`src/rtl/l2_mem_pkg.sv`:
```
// Shared types and sizes for the L2 memory initiator.
// Latency: n/a (declarations only).
// Backpressure: n/a (declarations only).
package l2_mem_pkg;

  localparam int L2_DATA_WIDTH = 64;
  localparam int L2_BE_WIDTH   = 8;
  localparam int L2_RSP_DEPTH  = 2;

  // CLEAR only exists when the boot-time zero-fill engine is compiled in.
  typedef enum logic {
    CLEAR = 1'b0,
    SERVE = 1'b1
  } l2_state_e;

endpackage

```
`src/rtl/UNICAD_MEM_BUS_64.sv`:
```
// 64-bit single-port SRAM bus; the slave returns rdata one cycle after a read.
// Latency: read data valid in the cycle after csn=0, wen=1.
// Backpressure: none, the SRAM accepts one access per cycle.
// Signals: csn (active-low select), wen (0 = write), ben (byte enables),
//          add (word address), wdata, rdata.
interface UNICAD_MEM_BUS_64 #(
  parameter int ADDR_WIDTH = 15
);
  logic                  csn;
  logic                  wen;
  logic [7:0]            ben;
  logic [ADDR_WIDTH-1:0] add;
  logic [63:0]           wdata;
  logic [63:0]           rdata;

  modport Master (output csn, wen, ben, add, wdata, input rdata);
  modport Slave  (input csn, wen, ben, add, wdata, output rdata);
endinterface

```
`src/rtl/l2_rsp_fifo.sv`:
```
// 2-entry in-order read-response buffer.
// Latency: push visible at the head in the next cycle.
// Backpressure: head held stable until pop; push while full is dropped unless popping.
// Ports: clk, rst_n (async active-low), push/push_dat in, pop in,
//        head_dat out (oldest entry), full/empty out.
module l2_rsp_fifo
  import l2_mem_pkg::*;
(
  input  logic                     clk,
  input  logic                     rst_n,
  input  logic                     push,
  input  logic [L2_DATA_WIDTH-1:0] push_dat,
  input  logic                     pop,
  output logic [L2_DATA_WIDTH-1:0] head_dat,
  output logic                     full,
  output logic                     empty
);

  logic [L2_DATA_WIDTH-1:0] mem_q [L2_RSP_DEPTH];
  logic                     wr_ptr_q;
  logic                     rd_ptr_q;
  logic [1:0]               cnt_q;
  logic                     do_push;
  logic                     do_pop;

  assign full     = (cnt_q == 2'd2);
  assign empty    = (cnt_q == 2'd0);
  assign do_pop   = pop & ~empty;
  assign do_push  = push & (~full | do_pop);
  assign head_dat = mem_q[rd_ptr_q];

  always_ff @(posedge clk or negedge rst_n) begin
    if (!rst_n) begin
      for (int i = 0; i < L2_RSP_DEPTH; i++) mem_q[i] <= '0;
      wr_ptr_q <= 1'b0;
      rd_ptr_q <= 1'b0;
      cnt_q    <= 2'd0;
    end else begin
      if (do_push) begin
        mem_q[wr_ptr_q] <= push_dat;
        wr_ptr_q        <= ~wr_ptr_q;
      end
      if (do_pop) rd_ptr_q <= ~rd_ptr_q;
      cnt_q <= cnt_q + {1'b0, do_push} - {1'b0, do_pop};
    end
  end

endmodule

```
`src/rtl/l2_mem_initiator.sv`:
```
// Turns a req/gnt/r_valid stream into single-cycle L2 SRAM accesses, with optional boot zero-fill.
// Latency: bus driven in the grant cycle; read data on r_valid_o two cycles after grant.
// Backpressure: gnt_o withheld while granted-but-unconsumed reads would exceed the 2-entry buffer.
// Ports: clk_i, rst_ni (async active-low); req_i/add_i/wen_i/wdata_i/be_i -> gnt_o;
//        r_valid_o/r_rdata_o <- r_ready_i; init_done_o; mem_master drives the SRAM bus.
// Build option: L2_INIT_CLEAR_EN adds the CLEAR state that zero-fills every word after reset.
module l2_mem_initiator
  import l2_mem_pkg::*;
#(
  parameter int MEM_ADDR_WIDTH = 15,
  parameter int BE_WIDTH       = 8
) (
  input  logic                     clk_i,
  input  logic                     rst_ni,
  input  logic                     req_i,
  input  logic [31:0]              add_i,
  input  logic                     wen_i,
  input  logic [L2_DATA_WIDTH-1:0] wdata_i,
  input  logic [BE_WIDTH-1:0]      be_i,
  output logic                     gnt_o,
  output logic                     r_valid_o,
  output logic [L2_DATA_WIDTH-1:0] r_rdata_o,
  input  logic                     r_ready_i,
  output logic                     init_done_o,
  UNICAD_MEM_BUS_64.Master         mem_master
);

`ifdef L2_INIT_CLEAR_EN
  localparam l2_state_e RST_STATE = CLEAR;
  logic [MEM_ADDR_WIDTH-1:0] clr_cnt_q;
`else
  localparam l2_state_e RST_STATE = SERVE;
`endif

  l2_state_e                 state_q, state_d;
  logic                      inflight_q;
  logic [MEM_ADDR_WIDTH-1:0] add_q;
  logic [L2_DATA_WIDTH-1:0]  wdata_q;

  logic                      grant;
  logic                      acc;
  logic                      acc_wen;
  logic [BE_WIDTH-1:0]       acc_ben;
  logic [MEM_ADDR_WIDTH-1:0] acc_add;
  logic [L2_DATA_WIDTH-1:0]  acc_wdata;
  logic                      live_acc;

  logic                      rsp_full, rsp_empty, rsp_pop;
  logic [1:0]                rsp_occ;
  logic                      room;
  logic [MEM_ADDR_WIDTH-1:0] word_idx;
  logic                      unused_add_bits;

  assign word_idx        = add_i[MEM_ADDR_WIDTH+2:3];
  assign unused_add_bits = ^{add_i[2:0], add_i[31:MEM_ADDR_WIDTH+3]};

  assign r_valid_o = ~rsp_empty;
  assign rsp_pop   = r_valid_o & r_ready_i;
  assign rsp_occ   = {rsp_full, ~rsp_full & ~rsp_empty};
  // Buffered + in-flight reads, less the one leaving this cycle, must stay below 2.
  assign room = ({1'b0, rsp_occ} + {2'b00, inflight_q}) < (3'd2 + {2'b00, rsp_pop});

  always_comb begin
    state_d   = state_q;
    grant     = 1'b0;
    acc       = 1'b0;
    acc_wen   = 1'b1;
    acc_ben   = '0;
    acc_add   = add_q;
    acc_wdata = wdata_q;
    case (state_q)
      CLEAR: begin
`ifdef L2_INIT_CLEAR_EN
        acc       = 1'b1;
        acc_wen   = 1'b0;
        acc_ben   = {L2_BE_WIDTH{1'b1}};
        acc_add   = clr_cnt_q;
        acc_wdata = '0;
        if (clr_cnt_q == {MEM_ADDR_WIDTH{1'b1}}) state_d = SERVE;
`else
        state_d = SERVE;
`endif
      end
      SERVE: begin
        grant = req_i & room;
        if (grant) begin
          acc       = 1'b1;
          acc_wen   = wen_i;
          acc_ben   = be_i;
          acc_add   = word_idx;
          acc_wdata = wdata_i;
        end
      end
      default: state_d = SERVE;
    endcase
  end

  always_ff @(posedge clk_i or negedge rst_ni) begin
    if (!rst_ni) begin
      state_q    <= RST_STATE;
      inflight_q <= 1'b0;
      add_q      <= '0;
      wdata_q    <= '0;
    end else begin
      state_q    <= state_d;
      inflight_q <= grant & wen_i;
      if (acc) begin
        add_q   <= acc_add;
        wdata_q <= acc_wdata;
      end
    end
  end

`ifdef L2_INIT_CLEAR_EN
  always_ff @(posedge clk_i or negedge rst_ni) begin
    if (!rst_ni) clr_cnt_q <= '0;
    else if (state_q == CLEAR) clr_cnt_q <= clr_cnt_q + 1'b1;
  end
`endif

  // The state register sits in an active state during reset, so the outputs are
  // forced idle by rst_ni itself to show reset values while reset is held.
  assign live_acc         = acc & rst_ni;
  assign gnt_o            = grant & rst_ni;
  assign init_done_o      = (state_q == SERVE) & rst_ni;
  assign mem_master.csn   = ~live_acc;
  assign mem_master.wen   = live_acc ? acc_wen : 1'b1;
  assign mem_master.ben   = live_acc ? acc_ben : '0;
  assign mem_master.add   = live_acc ? acc_add : add_q;
  assign mem_master.wdata = live_acc ? acc_wdata : wdata_q;

  l2_rsp_fifo u_rsp_fifo (
    .clk      (clk_i),
    .rst_n    (rst_ni),
    .push     (inflight_q),
    .push_dat (mem_master.rdata),
    .pop      (rsp_pop),
    .head_dat (r_rdata_o),
    .full     (rsp_full),
    .empty    (rsp_empty)
  );

endmodule

```
`src/flat_wrapper.sv`:
```
// flat-port wrapper written by rule: the top's interface ports become plain ports
module l2_mem_initiator_flat import l2_mem_pkg::*;
#(
  parameter int MEM_ADDR_WIDTH = 15,
  parameter int BE_WIDTH       = 8
)
  (clk_i, rst_ni, req_i, add_i, wen_i, wdata_i, be_i, gnt_o, r_valid_o, r_rdata_o, r_ready_i, init_done_o, mem_master_csn, mem_master_wen, mem_master_ben, mem_master_add, mem_master_wdata, mem_master_rdata);
  UNICAD_MEM_BUS_64 mem_master_i ();
  input  logic clk_i;
  input  logic rst_ni;
  input  logic req_i;
  input  logic [31:0] add_i;
  input  logic wen_i;
  input  logic [L2_DATA_WIDTH-1:0] wdata_i;
  input  logic [BE_WIDTH-1:0] be_i;
  output logic gnt_o;
  output logic r_valid_o;
  output logic [L2_DATA_WIDTH-1:0] r_rdata_o;
  input  logic r_ready_i;
  output logic init_done_o;
  output wire logic [$bits(mem_master_i.csn)-1:0] mem_master_csn;
  output wire logic [$bits(mem_master_i.wen)-1:0] mem_master_wen;
  output wire logic [$bits(mem_master_i.ben)-1:0] mem_master_ben;
  output wire logic [$bits(mem_master_i.add)-1:0] mem_master_add;
  output wire logic [$bits(mem_master_i.wdata)-1:0] mem_master_wdata;
  input wire logic [$bits(mem_master_i.rdata)-1:0] mem_master_rdata;
  assign mem_master_csn = mem_master_i.csn;
  assign mem_master_wen = mem_master_i.wen;
  assign mem_master_ben = mem_master_i.ben;
  assign mem_master_add = mem_master_i.add;
  assign mem_master_wdata = mem_master_i.wdata;
  assign mem_master_i.rdata = mem_master_rdata;
  l2_mem_initiator #(.MEM_ADDR_WIDTH(MEM_ADDR_WIDTH), .BE_WIDTH(BE_WIDTH)) u_core (.clk_i(clk_i), .rst_ni(rst_ni), .req_i(req_i), .add_i(add_i), .wen_i(wen_i), .wdata_i(wdata_i), .be_i(be_i), .gnt_o(gnt_o), .r_valid_o(r_valid_o), .r_rdata_o(r_rdata_o), .r_ready_i(r_ready_i), .init_done_o(init_done_o), .mem_master(mem_master_i));
endmodule
```
`config.mk`:
```
export PLATFORM = sky130hd
export DESIGN_NAME = l2_mem_initiator_flat
export DESIGN_NICKNAME = d
export VERILOG_FILES = /design/src/rtl/l2_mem_pkg.sv /design/src/rtl/UNICAD_MEM_BUS_64.sv /design/src/rtl/l2_rsp_fifo.sv /design/src/rtl/l2_mem_initiator.sv /design/src/flat_wrapper.sv
export SDC_FILE = /design/constraint.sdc
export NUM_CORES = 1
export LEC_CHECK = 0
export CELL_PAD_IN_SITES_DETAIL_PLACEMENT = 2
export CELL_PAD_IN_SITES_GLOBAL_PLACEMENT = 2
export CORE_UTILIZATION = 28
export DETAILED_ROUTE_END_ITERATION = 7
export PLACE_DENSITY_LB_ADDON = 0.1
export SETUP_SLACK_MARGIN = 0.2
export SLEW_MARGIN = 20
export SYNTH_ARGS = -nofsm -noshare
export SYNTH_HDL_FRONTEND = slang
export SYNTH_SLANG_ARGS = --single-unit
export TNS_END_PERCENT = 30
```
`constraint.sdc`:
```
create_clock -name clk_i -period 2.3 [get_ports clk_i]
set_input_delay 0.345 -clock clk_i [delete_from_list [all_inputs] [get_ports clk_i]]
set_output_delay 0.345 -clock clk_i [all_outputs]
set_load 0.02 [all_outputs]
```
==> metrics, run 1 <==
total number of vias=6669; Required @ worst endpoint=1.96 ns; Fin Clk Skew=roughly 0.011 ns; CTS buffer count=25; DIE AREA=between 30000 and 40000 um^2; worst hold slack=-0.155 ns; critical path peak fanout=8; Pre-antenna DRT Iters=4; number of maximum-capacitance constraint violations=0; initial standard-cell utilization of the core=0.287; largest net degree at the start of global routing=81; fmax=0.322 GHz; final number of setup-violating endpoints=90; post-route setup TNS=-64.05 ns; synth top area cells=dfrtp_1 54%, mux2_2 39%, mux2_1 1.6%; mean post-synth cell area=about 15 um^2; Arrival @ worst endpoint=2.76 ns; Netlist cell types=22; routed length per placed instance=21.2 um; Yosys top cell area share=0.545; post-detailed-route via-to-cell ratio=4.58; post-detailed-route DRC marker count=0; post-layout min period=3.10 ns; count of synthesis-stage warnings from yosys=0; number of top-level pins=329; clock transition at the registers of the reported paths=0.06 ns; Syn Inst Count=636; IO Port Bufs=311; clock root buffer=clkbuf_16; Final Max Tran Viols=0; CTS HTree Levels=1; hpwl dp=21100 um; commonest non-fill, non-tap cells in the layout=226 x mux2_2, 211 x dfrtp_1, 155 x clkdlybuf4s50_1; clock insertion delay at the later pin of the skew report=0.52 ns; kind of end point of the critical path=primary output; # rows=67; DRC marker count from the first detailed-route iteration=143; violations in the final reports=negative hold slack, negative setup slack; Hold Violations, Final=73; net count of the finished layout=1167; VDD IR max=roughly 0.54 mV; Sinks on Clock Net=~210; post-route worst setup slack=-0.802 ns; element type at the critical path start=flop; number of nets still failing antenna checks after routing=0; type of the tightest min-delay check=in2async; final core utilization=0.457; syn nets=~810; sequential fraction of the synthesis area=0.545; chip width=188 um; fraction of final layout cells with drive strength greater than 1=0.606; power density cells=~1600 nW/um^2; vias in the first global route=7828; total overflow reported by the global router=0; number of synthesized register bits=between 200 and 250; core region area=33900 um^2; reported leakage power=6.91 nW; most common cell after layout, fill and taps aside=mux2_2; routability cong.=0.757; Syn-to-layout area delta=58.9%; Total Routing Usage GR=0.166; first-pass GRT wire length=45800 um; area of the mapped netlist=a little under 10000 um^2; initial antenna violation count=3; Slew headroom=0.405; Die Y=approximately 190 um; run status=finished with violations; portion of the clock cycle consumed by the worst path in the final layout=1.35; start-to-end type of the worst setup path=reg2out; deepest clock path buffer count=3; CTS tree=done; unrepaired setup endpoints after global routing=yes; Routed Wire Length=30900 um; hold buffers post-CTS=0; Worst Tran Pin Value=just under 0.9 ns; largest area contributor in the synthesized netlist=dfrtp_1
[stage by stage]
step / instance area (um^2) / hold slack [ns] / cells / setup slack (ns) / power (W)
2_1_floorplan: 9800 / 0.0494 / 636 / -0.217 / 0.0132
3_3_place_gp: 13700 / 0.481 / 1387 / -0.748 / 0.0180
3_5_place_dp: 13700 / 0.490 / 1387 / -0.807 / 0.0184
4_1_cts: 14500 / 0.134 / 1444 / -0.889 / 0.0223
5_1_grt: 15500 / -0.140 / 1455 / -0.886 / 0.0256
6_report: 15500 / -0.155 / 1456 / -0.802 / 0.0243
[cells in the mapped netlist]
master / n
buf_2: 13
clkbuf_1: 19
inv_1: 5
mux2_4: 1
mux2_1: 14
nand2b_1: 2
nand3b_1: 1
nand2_1: 1
ha_1: 3
xor2_1: 1
buf_6: 8
dfrtp_1: 212
or2_2: 1
xnor2_1: 3
mux2_2: 336
buf_4: 1
a211o_1: 1
and3b_1: 1
nor3b_1: 2
a2111oi_4: 1
and2_1: 9
nor2_1: 1
[what timing repair did]
| action | CTS | global route |
|---|---|---|
| setup endpoints to repair | 156 | 226 |
| gates cloned | 3 | 2 |
| pin swaps | 1 | 3 |
| endpoints found under the hold margin | 0 | 73 |
| setup buffers | 11 | 9 |
| gates resized for setup | 690 | 315 |
[cell families after synthesis]
group	count (synthesis)	share of synthesized area
mux	351	0.406
flops	212	0.545
buf+inv	46	0.0260
simple gates	18	0.0117
xor+xnor	4	0.00360
fa+ha+maj	3	0.00386
compound gates	2	0.00373
[metal layers]
layer / GRT usage / wire [um] / vias up
met2: 0.288 / 15400 / 236
met3: 0.0695 / 2900 / 38
met5: 0 / 27 / -
li1: - / - / 2984
met4: 0.0332 / 466 / 4
met1: 0.189 / 12100 / 3407
[worst paths after layout]
kind,slack [ns],startpoint,to,cells past startpoint
setup / recovery,-0.80,u_core.u_rsp_fifo.cnt_q[0],mem_master_wdata[50],9
hold / removal,-0.16,rst_ni,u_core.u_rsp_fifo.mem_q[78],2
setup reg to reg,0.07,u_core.u_rsp_fifo.cnt_q[0],u_core.u_rsp_fifo.cnt_q[1],10
hold reg to reg,0.51,u_core.u_rsp_fifo.mem_q[52],u_core.u_rsp_fifo.mem_q[52],1
max in group asynchronous,1.15,rst_ni,u_core.u_rsp_fifo.rd_ptr_q,3
min in group clk_i,0.47,mem_master_rdata[28],u_core.u_rsp_fifo.mem_q[28],2
[worst max-delay path, cell delays in order (launching register included)]
cell and delay, ns:
dfrtp_1 0.40, buf_6 0.13, mux2_4 0.31, a2111oi_4 0.33
buf_4 0.18, buf_12 0.15, buf_12 0.14, clkbuf_16 0.15
mux2_4 0.30, buf_6 0.13
[area by class of cell]
type	instances	area, um^2
antenna	1	2.50
clock buffer	38	754
clock inverter	5	150
fill	3213	18400
inverter	5	18.8
multi-input combinational	378	4680
sequential	212	5310
tap	448	561
timing repair buffer	369	4000
[where the power goes]
group | internal, W | switching (W) | leakage (nW) | total (W)
combinational | 0.00759 | 0.00559 | 3.96 | 0.0132
clock | 0.00280 | 0.00154 | 0.442 | 0.00434
sequential | 0.00565 | 0.00110 | 2.51 | 0.00675
total | 0.0160 | 0.00824 | 6.91 | 0.0243
[flip-flops by register name, indices dropped and copies added (netlist names)]
register and flops:
u_core.add_q 15, u_core.u_rsp_fifo.rd_ptr_q 1, u_core.u_rsp_fifo.mem_q 128, u_core.u_rsp_fifo.cnt_q 2, u_core.u_rsp_fifo.wr_ptr_q 1, u_core.wdata_q 64, u_core.inflight_q 1
Power figures use the tool's default switching activity.
==> run 2: changes to the inputs <==
==> constraint.sdc (replaced) <==
create_clock -name clk_i -period 2.6 [get_ports clk_i]
set_input_delay 0.39 -clock clk_i [delete_from_list [all_inputs] [get_ports clk_i]]
set_output_delay 0.39 -clock clk_i [all_outputs]
set_load 0.02 [all_outputs]
==> run 2 against run 1 <==
The run ends with negative setup slack left. Count of clock-buffer cells in the layout decreased by 2. Design area shrank 3.8%. Die area did not move. Sequential cell count unchanged. Register-to-register slack better by 0.33 ns. Global-route usage increased by 0.35 points. Clock skew is 0.0040 ns lower. Clock power decreased by 16%. Routed wire length fell by 2.0%. Via count grew 0.22%. Largest cell class unchanged. Highest routed layer unchanged.
==> metrics, run 2 (synthesis gave the netlist of run 1 again) <==
Fin Clk Skew=0.00748 ns (-0.00398 ns); initial antenna violation count=3 (unchanged); VDD IR max=0.495 mV (-7.9%); Sinks on Clock Net=212 (unchanged); CTS buffer count=27 (+8.0%); Arrival @ worst endpoint=2.77 ns (about the same); GRT met2 Usage=0.307 (+0.0184); number of nets still failing antenna checks after routing=0 (unchanged); Filler Cell Count=3278 (+2.0%); run status=finished with violations; most common cell after layout, fill and taps aside=mux2_2; IO Port Bufs=311 (unchanged); unrepaired setup endpoints after global routing=yes; portion of the clock cycle consumed by the worst path in the final layout=1.22; post-route worst setup slack=-0.559 ns (+0.242 ns); worst slack at placement=-0.556 ns (+0.251 ns); Most Crowded Layer GR=met2; Die Y=188 um (unchanged); post-detailed-route via-to-cell ratio=4.58 (about the same); type of the tightest min-delay check=in2reg; number of top-level pins=329 (unchanged); worst reg-to-reg setup slack=0.40 ns (+0.33 ns); instance count along the most critical hold path=3; chip width=188 um (unchanged); deepest clock path buffer count=3 (unchanged); DRC marker count from the first detailed-route iteration=94 (-34%); CTS tree=done; number of maximum-capacitance constraint violations=0 (unchanged); kind of end point of the critical path=primary output; clock transition at the registers of the reported paths=0.06 ns (about the same); element type at the critical path start=flop; met3 track demand over resource=0.0626 (-0.00689); antenna diode count=0 (-1); met1 track utilization from global routing=0.188 (-0.00114); hpwl dp=21000 um (-0.42%); Syn-to-layout area delta=52.8%; power density cells=1330 nW/um^2 (-15%); first-pass GRT wire length=47100 um (+2.8%); start-to-end type of the worst setup path=reg2out; fraction of final layout cells with drive strength greater than 1=0.596 (-0.00991); reported leakage power=6.52 nW (-5.6%); overall power of the completed layout=0.0198 W (-19%); Sequential cell area=5310 um^2 (about the same); commonest non-fill, non-tap cells in the layout=289 x mux2_2, 211 x dfrtp_1, 155 x clkdlybuf4s50_1; post-detailed-route DRC marker count=0 (unchanged); largest net degree at the start of global routing=113 (+40%); initial standard-cell utilization of the core=0.287 (unchanged); total area of multi-input combinational cells=4440 um^2 (-5.1%); post-layout min period=approximately 3.2 ns; total overflow reported by the global router=0 (unchanged); CTS HTree Levels=1 (unchanged); # rows=67 (unchanged); Total Routing Usage GR=0.169 (+0.00350); total number of vias=6684 (+0.22%); vias in the first global route=8152 (+4.1%); max reg flops=128 (unchanged); clock insertion delay at the later pin of the skew report=0.52 ns (about the same); DIE AREA=35500 um^2 (unchanged); largest registers=u_core.u_rsp_fifo.mem_q (128), u_core.wdata_q (64), u_core.add_q (15); critical path peak fanout=8 (unchanged); Pre-antenna DRT Iters=4 (unchanged); clock root buffer=clkbuf_16; Routed Wire Length=30300 um (-2.0%); register with the most flip-flops=u_core.u_rsp_fifo.mem_q; violations in the final reports=negative setup slack; net count of the finished layout=1169 (+0.17%); final number of setup-violating endpoints=90 (unchanged); Required @ worst endpoint=2.21 ns (+0.25 ns); length in cells of the worst reg-to-reg path=6 (-4); routability cong.=0.731 (-3.4%); Final Max Tran Viols=0 (unchanged); Hold Violations, Final=0 (-100%); fmax=0.317 GHz; routed length per placed instance=20.7 um (-2.3%); Worst Tran Pin Value=0.686 ns (-0.207 ns); core region area=33900 um^2 (unchanged); Slew headroom=0.543 (+0.138)
-- run 2: per-stage QoR --
stage | cells | hold WS [ns] | utilization | TNS [ns] | instance area, um^2
6_report | 1460 | 0.494 | 0.439 | -42.49 | 14900
3_3_place_gp | 1384 | 0.481 | 0.403 | -38.79 | 13700
5_1_grt | 1460 | 0.489 | 0.439 | -50.59 | 14900
4_1_cts | 1453 | 0.465 | 0.431 | -46.40 | 14600
2_1_floorplan | 636 | 0.0944 | - | 0 | 9800
3_5_place_dp | 1384 | 0.491 | 0.403 | -39.47 | 13700
-- run 2: path summary, 6_finish.rpt --
check | from | end
hold / removal | wen_i | u_core.inflight_q
min in group asynchronous | rst_ni | u_core.u_rsp_fifo.mem_q[78]
setup / recovery | u_core.u_rsp_fifo.cnt_q[0] | mem_master_wdata[47]
hold reg to reg | u_core.u_rsp_fifo.mem_q[45] | u_core.u_rsp_fifo.mem_q[45]
max in group asynchronous | rst_ni | u_core.u_rsp_fifo.rd_ptr_q
setup reg to reg | u_core.u_rsp_fifo.cnt_q[0] | u_core.wdata_q[22]
-- run 2: metal layers --
| layer | up-vias | part of all wire |
|---|---|---|
| met2 | 232 | 0.51 |
| li1 | 2995 | - |
| met3 | 34 | 0.091 |
| met1 | 3421 | 0.38 |
| met4 | 2 | 0.015 |
| met5 | - | 0.00043 |
-- run 2: what timing repair did --
action	CTS	global route
resized for setup	708	77
hold buffers	3	0
gates cloned	3	1
buffers inserted	15	6
pin swaps	5	5
hold endpoints to repair	22	0
endpoints found under the setup margin	155	97
-- run 2: layout make-up --
class                   count  share of cell area
multi-input cells         378               0.298
flip-flops and latches    212               0.357
clock buffers              36              0.0490
clock inverters            12             0.00925
well taps                 448              0.0377
repair buffers            369               0.248
inverters                   5             0.00126
-- run 2: critical path: stages, from the launching register on --
cell       delay (ns)
dfrtp_1          0.40
buf_6            0.13
mux2_4           0.31
a2111oi_4        0.36
buf_4            0.18
buf_12           0.15
buf_12           0.14
clkbuf_16        0.14
mux2_4           0.30
buf_6            0.13
-- run 2: power by group --
group          internal [W]  switching [W]  leakage (nW)
clock network       0.00225        0.00141         0.429
registers           0.00500       0.000957          2.51
logic               0.00548        0.00466          3.58
total                0.0127        0.00703          6.52
==> run 3: changes to the inputs <==
--- a/config.mk
+++ b/config.mk
@@ -7,8 +7,10 @@
 export LEC_CHECK = 0
 export CELL_PAD_IN_SITES_DETAIL_PLACEMENT = 2
 export CELL_PAD_IN_SITES_GLOBAL_PLACEMENT = 2
-export CORE_UTILIZATION = 28
+export CORE_MARGIN = 8
+export CORE_UTILIZATION = 31
 export DETAILED_ROUTE_END_ITERATION = 7
+export GPL_TIMING_DRIVEN = 0
 export PLACE_DENSITY_LB_ADDON = 0.1
 export SETUP_SLACK_MARGIN = 0.2
 export SLEW_MARGIN = 20
==> constraint.sdc (replaced) <==
create_clock -name clk_i -period 3.1 [get_ports clk_i]
set_input_delay 0.465 -clock clk_i [delete_from_list [all_inputs] [get_ports clk_i]]
set_output_delay 0.465 -clock clk_i [all_outputs]
set_load 0.02 [all_outputs]
==> run 3 against run 2 <==
The run still ends with negative setup slack left. First-iteration DRC count increased by 45%. Core utilization increased by 3.3 points. Critical path depth unchanged. Clock skew increased by 0.0012 ns. Global-route usage decreased by 0.82 points. Largest power group unchanged. Highest routed layer unchanged.
==> metrics, run 3 (synthesis gave the netlist of run 1 again) <==
routability cong.=0.700 (-4.3%); reported leakage power=6.40 nW (-1.8%); # rows=65 (-3.0%); overall power of the completed layout=0.0165 W (-16%); Routed Wire Length=30800 um (+1.7%); hold wc startpoint=u_core.wdata_q[32]; Fin Clk Skew=0.00864 ns (+0.00116 ns); total cell area at the placement stage=13400 um^2 (-1.8%); Worst Hold Endpoint=u_core.wdata_q[32]; most common cell after layout, fill and taps aside=mux2_2; Die Y=193 um (+2.5%); VDD IR max=0.446 mV (-9.9%); Arrival @ worst endpoint=2.78 ns (about the same); Slew headroom=0.579 (+0.0368); kind of end point of the critical path=primary output; largest registers=u_core.u_rsp_fifo.mem_q (128), u_core.wdata_q (64), u_core.add_q (15); chip width=193 um (+2.5%); total overflow reported by the global router=0 (unchanged); register with the most flip-flops=u_core.u_rsp_fifo.mem_q; clock insertion delay at the later pin of the skew report=0.53 ns (about the same); hpwl dp=21700 um (+3.3%); DIE AREA=37300 um^2 (+5.1%); Sequential cell area=5310 um^2 (about the same); deepest clock path buffer count=3 (unchanged); initial standard-cell utilization of the core=0.312 (+0.0243); length in cells of the worst reg-to-reg path=7 (+1); max reg flops=128 (unchanged); Sinks on Clock Net=212 (unchanged); power density cells=1120 nW/um^2 (-16%); slowest library cell on the worst path=dfrtp_2; run status=finished with violations; fmax=0.308 GHz; element type at the critical path start=flop; destination of the worst register-to-register timing path=u_core.wdata_q[10]; critical path peak fanout=6 (-2); unrepaired setup endpoints after global routing=yes; number of maximum-capacitance constraint violations=0 (unchanged); type of the tightest min-delay check=reg2reg; clock transition at the registers of the reported paths=0.06 ns (about the same); number of top-level pins=329 (unchanged); final cell area excluding filler cells=14800 um^2 (-0.76%); vias in the first global route=7800 (-4.3%); first-pass GRT wire length=48000 um (+1.8%); CTS HTree Levels=1 (unchanged); commonest non-fill, non-tap cells in the layout=294 x mux2_2, 211 x dfrtp_1, 209 x clkdlybuf4s50_1; CTS buffer count=26 (-3.7%); Filler Cell Count=2969 (-9.4%); Required @ worst endpoint=2.63 ns (+0.42 ns); CTS tree=done; total number of vias=6610 (-1.1%); Top delay family on crit path=buffers and inverters; worst reg-to-reg setup slack=0.61 ns (+0.21 ns); Final Max Tran Viols=0 (unchanged); violations in the final reports=negative setup slack; Syn-to-layout area delta=51.6%; Total Routing Usage GR=0.161 (-0.00822); core region area=31200 um^2 (-7.8%); instance count along the most critical hold path=1 (-2); number of buffers and inverters on the critical path=6 (unchanged); post-detailed-route via-to-cell ratio=4.65 (+1.6%); final number of setup-violating endpoints=79 (-12%); total area of multi-input combinational cells=4370 um^2 (-1.5%); slowest stage delay, CP=0.40 ns (about the same); net count of the finished layout=1177 (+0.68%); post-route worst setup slack=-0.149 ns (+0.410 ns); worst setup path start=u_core.u_rsp_fifo.cnt_q[0]; portion of the clock cycle consumed by the worst path in the final layout=1.05; initial antenna violation count=6 (+3); clock root buffer=clkbuf_16; routed length per placed instance=21.7 um (+4.5%); start-to-end type of the worst setup path=reg2out; r2r startpoint=u_core.inflight_q; cell-by-cell trace of the critical path=buf_4 > mux2_4 > a2111oi_4 > buf_4 > buf_12 > buf_12 > buf_8 > mux2_4 > buf_6; largest net degree at the start of global routing=92 (-19%); post-detailed-route DRC marker count=0 (unchanged); Worst Tran Pin Value=0.631 ns (-0.0552 ns); Pre-antenna DRT Iters=4 (unchanged); fraction of final layout cells with drive strength greater than 1=0.520 (-0.0762); post-layout min period=between 3 and 4 ns; number of nets still failing antenna checks after routing=0 (unchanged); IO Port Bufs=311 (unchanged); DRC marker count from the first detailed-route iteration=136 (+45%); Hold Violations, Final=0 (unchanged)
[run 3: cell types whose count changed in the layout (fill, tap and decap cells not counted), sizes merged]
cell           before  now
buf               189  134
bufinv              3    1
clkbuf             43   61
clkdlybuf4s15       4    0
clkdlybuf4s50     155  209
clkinv              8    5
clkinvlp            1    0
diode               0    1
dlygate4sd2        13    0
dlygate4sd3         1    3
dlymetal6s2s        0   10
[run 3: area by class of cell]
type / instances / area share
multi-input cells: 378 / 0.296
plain buffers: 41 / 0.0226
clock buffers: 39 / 0.0487
well taps: 402 / 0.0341
diodes: 1 / 0.000169
flip-flops and latches: 212 / 0.359
inverters: 5 / 0.00127
repair buffers: 337 / 0.233
clock inverters: 6 / 0.00449
[run 3: how the worst max path moves through the flow]
stage | slack, ns | end | depth (start not counted)
5_1_grt | -0.27 | mem_master_wdata[18] | 9
2_1_floorplan | 0.40 | mem_master_wdata[24] | 6
3_3_place_gp | -9.36 | mem_master_wdata[39] | 6
6_report | -0.15 | mem_master_wdata[18] | 9
4_1_cts | -0.34 | mem_master_add[4] | 8
3_5_place_dp | -0.62 | mem_master_add[14] | 6
[run 3: repair_timing]
item,in CTS,in global routing
pin swaps,1,1
setup endpoints to repair,149,102
hold endpoints to repair,45,0
hold buffers,4,0
gates resized for setup,512,93
setup buffers,12,4
cloned,2,2
[run 3: routing by layer]
layer  routed length [um]  track usage  vias up  share of wire
li1                     -            -     3003              -
met1                12400        0.186     3368           0.40
met2                15400        0.275      183           0.50
met3                 2470       0.0668       46          0.080
met4                  541       0.0353       10          0.018
met5                   69            0        -         0.0022
[run 3: worst register-to-register path, stage by stage (launching register included)]
cell and delay (ns):
dfrtp_1 0.42, ha_2 0.19, and3b_2 0.22, buf_4 0.12, a211o_1 0.08, clkbuf_1 0.38
clkbuf_1 0.55, mux2_2 0.41
[run 3: power breakdown]
part	total [W]	switching, W	internal [W]
Combinational	0.00881	0.00395	0.00486
Sequential	0.00489	0.000705	0.00418
Clock	0.00284	0.00117	0.00168
[run 3: through the flow]
step / cells / utilization / setup TNS [ns] / setup WS, ns / hold WS (ns)
final: 1421 / 0.473 / -7.32 / -0.149 / 0.499
after global routing: 1420 / 0.473 / -17.73 / -0.274 / 0.490
after CTS: 1414 / 0.464 / -15.77 / -0.338 / 0.491
after detailed placement: 1351 / 0.429 / -52.30 / -0.621 / 0.411
after global placement: 1349 / 0.428 / -2639.04 / -9.36 / 0.481
after floorplan: 636 / - / 0 / 0.405 / 0.169
